==> src/rtl/bin_to_bcd_seq.sv <==
// bin_to_bcd_seq: sequential double-dabble binary to packed BCD converter, one bit per cycle.
module bin_to_bcd_seq #(
  parameter int BIN_W  = 8,
  parameter int DIGITS = 3,
  parameter int SIGNED = 0
) (
  input  logic                  clk,
  input  logic                  rst,
  input  logic                  start,
  input  logic [BIN_W-1:0]      bin,
  output logic                  ready,
  output logic                  busy,
  output logic                  done,
  output logic [4*DIGITS-1:0]   bcd,
  output logic                  neg
);
  localparam int CW = $clog2(BIN_W);
  localparam logic [63:0] MAX_MAG = (SIGNED != 0) ? (64'd1 << (BIN_W - 1)) : ((64'd1 << BIN_W) - 64'd1);
  function automatic logic [63:0] pow10(input int n);
    logic [63:0] p;
    p = 64'd1;
    for (int i = 0; i < n; i++) p = (p < 64'd1000000000000000000) ? p * 64'd10 : p;
    return p;
  endfunction
  if (pow10(DIGITS) <= MAX_MAG) begin : g_chk
    $error("bin_to_bcd_seq: DIGITS too small for BIN_W");
  end
  typedef enum logic [1:0] {IDLE, SHIFT, DONE} state_t;
  state_t                state;
  logic [BIN_W-1:0]      sr;
  logic [4*DIGITS-1:0]   sc, adj, sc_n;
  logic [CW-1:0]         cnt;
  logic                  sgn, sgn_in;
  logic [BIN_W-1:0]      mag;
  assign sgn_in = (SIGNED != 0) & bin[BIN_W-1];
  assign mag    = sgn_in ? ~bin + 1'b1 : bin;
  for (genvar g = 0; g < DIGITS; g++) begin : g_adj
    assign adj[4*g +: 4] = (sc[4*g +: 4] >= 4'd5) ? sc[4*g +: 4] + 4'd3 : sc[4*g +: 4];
  end
  assign sc_n = {adj[4*DIGITS-2:0], sr[BIN_W-1]};
  always_ff @(posedge clk) begin
    if (rst) begin
      state <= IDLE;
      ready <= 1'b1;
      busy  <= 1'b0;
      done  <= 1'b0;
      bcd   <= '0;
      neg   <= 1'b0;
      sc    <= '0;
      sr    <= '0;
      cnt   <= '0;
      sgn   <= 1'b0;
    end else begin
      case (state)
        IDLE: if (start) begin
          sr    <= mag;
          sgn   <= sgn_in;
          sc    <= '0;
          cnt   <= '0;
          state <= SHIFT;
          ready <= 1'b0;
          busy  <= 1'b1;
        end
        SHIFT: begin
          sc  <= sc_n;
          sr  <= {sr[BIN_W-2:0], 1'b0};
          cnt <= cnt + 1'b1;
          if (cnt == CW'(BIN_W - 1)) begin
            state <= DONE;
            busy  <= 1'b0;
            done  <= 1'b1;
            bcd   <= sc_n;
            neg   <= sgn;
          end
        end
        DONE: begin
          state <= IDLE;
          done  <= 1'b0;
          ready <= 1'b1;
        end
        default: begin
          state <= IDLE;
          ready <= 1'b1;
          busy  <= 1'b0;
          done  <= 1'b0;
        end
      endcase
    end
  end
endmodule
==> config.mk <==
export PLATFORM = sky130hd
export DESIGN_NAME = bin_to_bcd_seq
export DESIGN_NICKNAME = d
export VERILOG_FILES = /design/src/rtl/bin_to_bcd_seq.sv
export SDC_FILE = /design/constraint.sdc
export NUM_CORES = 1
export LEC_CHECK = 0
export CELL_PAD_IN_SITES_DETAIL_PLACEMENT = 1
export CELL_PAD_IN_SITES_GLOBAL_PLACEMENT = 1
export CORE_MARGIN = 5
export CORE_UTILIZATION = 44
export CTS_CLUSTER_DIAMETER = 80
export DETAILED_ROUTE_END_ITERATION = 6
export PLACE_DENSITY = 0.88
export SLEW_MARGIN = 5
export SYNTH_ARGS = -nofsm -noshare
export SYNTH_HDL_FRONTEND = slang
export SYNTH_SLANG_ARGS = --single-unit
==> constraint.sdc <==
create_clock -name clk -period 4.4 [get_ports clk]
set_clock_uncertainty 0.05 [all_clocks]
set_input_delay 0.88 -clock clk [delete_from_list [all_inputs] [get_ports clk]]
set_output_delay 0.88 -clock clk [all_outputs]
set_load 0.02 [all_outputs]
== Yosys cells after proc, flatten, opt, wreduce, memory -nomap -nowiden ==
Cells that the tools add are included.
W data, S select, Z words.
Operators by class
  add/subtract/negate cells: 4
  $lt $le $gt $ge: 3
  equal/unequal tests: 5
  muxes and demuxes: 19
  bitwise gates (word level): 3
  reduce and logical (&&, ||, !) cells: 8
Operator list (count)
  $pmux W12 S2: 1
  $pmux W8 S2: 1
  $ge A4 B3 Y1 const B: 3
  $mux W12: 1
  $reduce_and A2 Y1: 5
  $add A4 B2 Y4 const B: 2
  $mux W4: 2
  $mux W8: 1
  $mux W3: 2
  $pmux W3 S2: 1
  $mux W1: 4
  $mux W2: 2
  $ne A2 B2 Y1 const B: 2
  $pmux W1 S2: 2
  $pmux W2 S2: 1
  $add A3 B1 Y3 const B: 1
  $add A3 B2 Y3 const B: 1
  $eq A3 B3 Y1 const B: 1
  $not A1 Y1: 3
  $pmux W1 S3: 1
  $reduce_and A3 Y1: 1
  $eq A2 B1 Y1 const B: 1
  $eq A2 B2 Y1 const B: 1
  $logic_not A2 Y1: 1
  $reduce_bool A2 Y1: 1
Storage, ports and cells
  register bits after elaboration: 40
  input port bits: 11
  output and inout bits: 16

== Longest topological paths before layout ==
  depth in word-level cells: 3
  gate-level depth with buffers: 6

== Worst setup path after synthesis ==
Ideal clock, no wire load.
  path kind: input to register
  start: in rst
  end: reg bcd[10]
  library setup time: 116 ps
  arrival: 1346 ps
  data required time: 4234 ps
  setup slack: 2888 ps
  stages: 3
  cells stage by stage: clkbuf_1 nand3b_1 o21ai_2
RTL lines
  start: declaration: line 8  | input logic rst,
  end signal: assignment: line 72  | bcd <= sc_n;
  end: declaration: line 14  | output logic [4*DIGITS-1:0] bcd,

== Worst setup path after layout ==
  start: in start
  end: reg sr[4]
On the way
  word-level cells in the longest chain between the ends: 2
RTL lines
  start: declaration: line 9  | input logic start,
  $ne A2 B2 Y1 (no line)
  $reduce_and A2 Y1 (no line)
  end signal: assignment: line 56  | sr <= mag;
  end signal: assignment: line 66  | sr <= {sr[BIN_W-2:0], 1'b0};
  end: declaration: line 30  | logic [BIN_W-1:0] sr;
No other way between the ends.
A chain may end at the register's enable or synchronous reset.

==> qor.txt <==
Run status - finished clean
Fin worst setup slack - 2.178 ns
Final setup fails - 0
DPL Wire Length - 3261 microns
Skew-Pair Late Insertion Delay - 0.30 ns
Post-layout min period - 2.222 ns
CTS-repair resized insts - 0
RR Endpoint - bcd[7]
Worst hold slack - 0.4170 ns
DRC Markers - 0
Number of fill cells - 519
Area growth syn-to-layout - 17.00%
CP top delay family - buffers and inverters
CP Launch Type - input port
Reg2Reg Depth - 4
Actual slew at the worst max-slew pin - 0.5524 ns
Crit path cell chain - clkdlybuf4s50_1, nor2_4, nor2_4, nor2_1, a311oi_1
Reg2Reg Launch Point - state[0]
Die Ht - 76.46 microns
Worst IR Drop VDD - 0.1925 mV
Core area - 4324 sq um
R2r setup slk - 2.32 ns
Final Power - 0.7483 mW
Post-route antenna net violation count - 0
Syn_area_per_cell - 9.342 sq um
Most frequent cells in the layout - 40 x dfxtp_1, 25 x clkdlybuf4s50_1, 24 x nor2_1, 14 x a21oi_1, 12 x nand2_1
Final Core Density - 0.5258
I/O pin count - 27
Proportion of layout cells with a drive suffix above 1 - 0.1579
Post-CTS setup buffers - 0
Gr ovfl total - 0
Netlist Area Pre-Place - 1943 sq um
HP Start - bcd[0]
Hold Fails Final Rpt - 0
Clock root buffer - clkbuf_8
Largest net degree at the start of global routing - 28
GRT Total Usage - 0.1593
Final Cycle Share - 0.5050
RePlAce Congestion - 0.7809
Cells after synthesis - 208
Max Fclk - 0.4500 GHz
Max Cap Viol - 0
Cts bufs inserted - 5
Synth warn - 0
Mapped Nets - 227
Register area share after synthesis - 0.4121
Initial antenna violation count - 0
Synth cell types - 41
Wirelength per Cell - 16.47 microns
Input/output buffers - 25
Vias per cell - 5.550
Crit Path Category - in2reg
Final number of max-transition violations - 0
Buffers and inverters on the worst path - 1
Final #Nets - 246
Dpl ws - 1.897 ns
Clock buffer depth - 2
Vias in the first global route - 1,585
Critical path peak fanout - 15
Hold EP - bcd[0]
Pwr Density - 329.1 nW/um^2
H-tree lvl count - 2
CP endpoint kind - flip-flop
# clock sinks - 40
Leakage - 0.8081 nW
Slowest cell on crit path - clkdlybuf4s50_1
Die area - 5845 sq um
Worst path arrival time - 2.37 ns
CP required - 4.55 ns
Clock transition at the registers of the reported paths - 0.08 ns
Total negative setup slack - 0 ns
CTS tree - yes
Crit path top cell by count - nor2_4
Initial Utilization - 0.4494
Drt pass-1 iters - 4
Total wire length - 4612 microns
Yosys reg bits - 40
Row cnt - 24
Vias - 1,554
Hold Path Depth - 2
First-pass GRT wire length - 7590 microns
Drt initial violations - 55
Slew HR - 0.6306
Number of hold buffers added after cts - 0
Die W - 76.46 microns
Leading cell type in the layout, fill and taps excluded - dfxtp_1
Slowest stage delay, CP - 0.71 ns
ANT cells - 0
RSZ-0062 raised after global routing - no
Worst min-delay path class - reg2reg
[flip-flops by register name (all words and copies together), names as in the netlist]
signal and cells:
bcd 12, busy 1, cnt 3, done 1, ready 1, sc 12, sr 8, state 2
[worst register-to-register path: stages, from the launching register on]
cell and delay (ns):
dfxtp_1 0.61, nor2b_4 0.44, nand2_1 0.38, a211oi_1 0.39, nor3_1 0.09
[worst max path at each step]
| stage | start | endpoint | slack, ns | cells after the start |
|---|---|---|---|---|
| floorplan | rst | bcd[10] | 2.89 | 3 |
| global placement | rst | bcd[9] | 1.93 | 4 |
| detailed placement | rst | bcd[9] | 1.90 | 4 |
| CTS | start | sr[4] | 2.18 | 5 |
| global route | start | sr[4] | 2.07 | 5 |
| finish | start | sr[4] | 2.18 | 5 |
[through the flow]
step,instance area (sq um),instances
6_report,2273,280
3_5_place_dp,2166,272
4_1_cts,2273,280
2_1_floorplan,1943,208
5_1_grt,2273,280
3_3_place_gp,2166,272
[layout make-up]
cell class	instances	area, sq um	share of cell area
clock inverter	2	35.03	0.01541
clock buffer	6	72.57	0.03192
sequential	40	800.8	0.3522
tap	52	65.06	0.02862
timing repair buffer	26	257.7	0.1134
inverter	10	37.54	0.01651
multi-input combinational	144	1005	0.4419
[power by group]
group / leakage, nW / internal, mW / switching (mW)
combinational: 0.428 / 0.0303 / 0.0394
sequential: 0.325 / 0.372 / 0.00938
clock: 0.0552 / 0.168 / 0.128
total: 0.808 / 0.571 / 0.177
[cell usage after synthesis, drive strengths merged]
library cell	n	area share
dfxtp	40	0.41
nor2	26	0.058
a21oi	17	0.050
o21ai	15	0.056
buf	12	0.048
nand2	12	0.023
inv	10	0.019
nand3b	9	0.035
ha	8	0.052
nand2b	8	0.030
nor3	8	0.026
a211oi	6	0.028
nor3b	6	0.028
o32ai	5	0.023
a311oi	4	0.021
a22oi	3	0.012
mux2	3	0.021
nand3	3	0.0077
nor2b	3	0.014
xnor2	3	0.014
clkbuf	2	0.0039
a211o	1	0.0045
and2	1	0.0032
conb	1	0.0019
o221a	1	0.0058
o32a	1	0.0052
[logic make-up (layout without fill, tap and decap cells)]
kind of cell	Yosys count	in the layout	synth area share
compound gates	53	53	0.2048
xor+xnor	3	3	0.01352
fa+ha+maj	8	8	0.05152
buf+inv	24	44	0.07083
flops	40	40	0.4121
mux	3	3	0.02125
other cells	1	1	0.001930
simple gates	76	76	0.2241
[routing by layer]
layer | vias to the layer above | global-route usage | share of wire
li1 | 762 | - | -
met1 | 775 | 0.1928 | 0.47
met2 | 13 | 0.2757 | 0.49
met3 | 4 | 0.03073 | 0.025
met4 | 0 | 0.06119 | 0.012
met5 | - | 0 | 0
No activity file was read; power rests on OpenSTA's default activity.
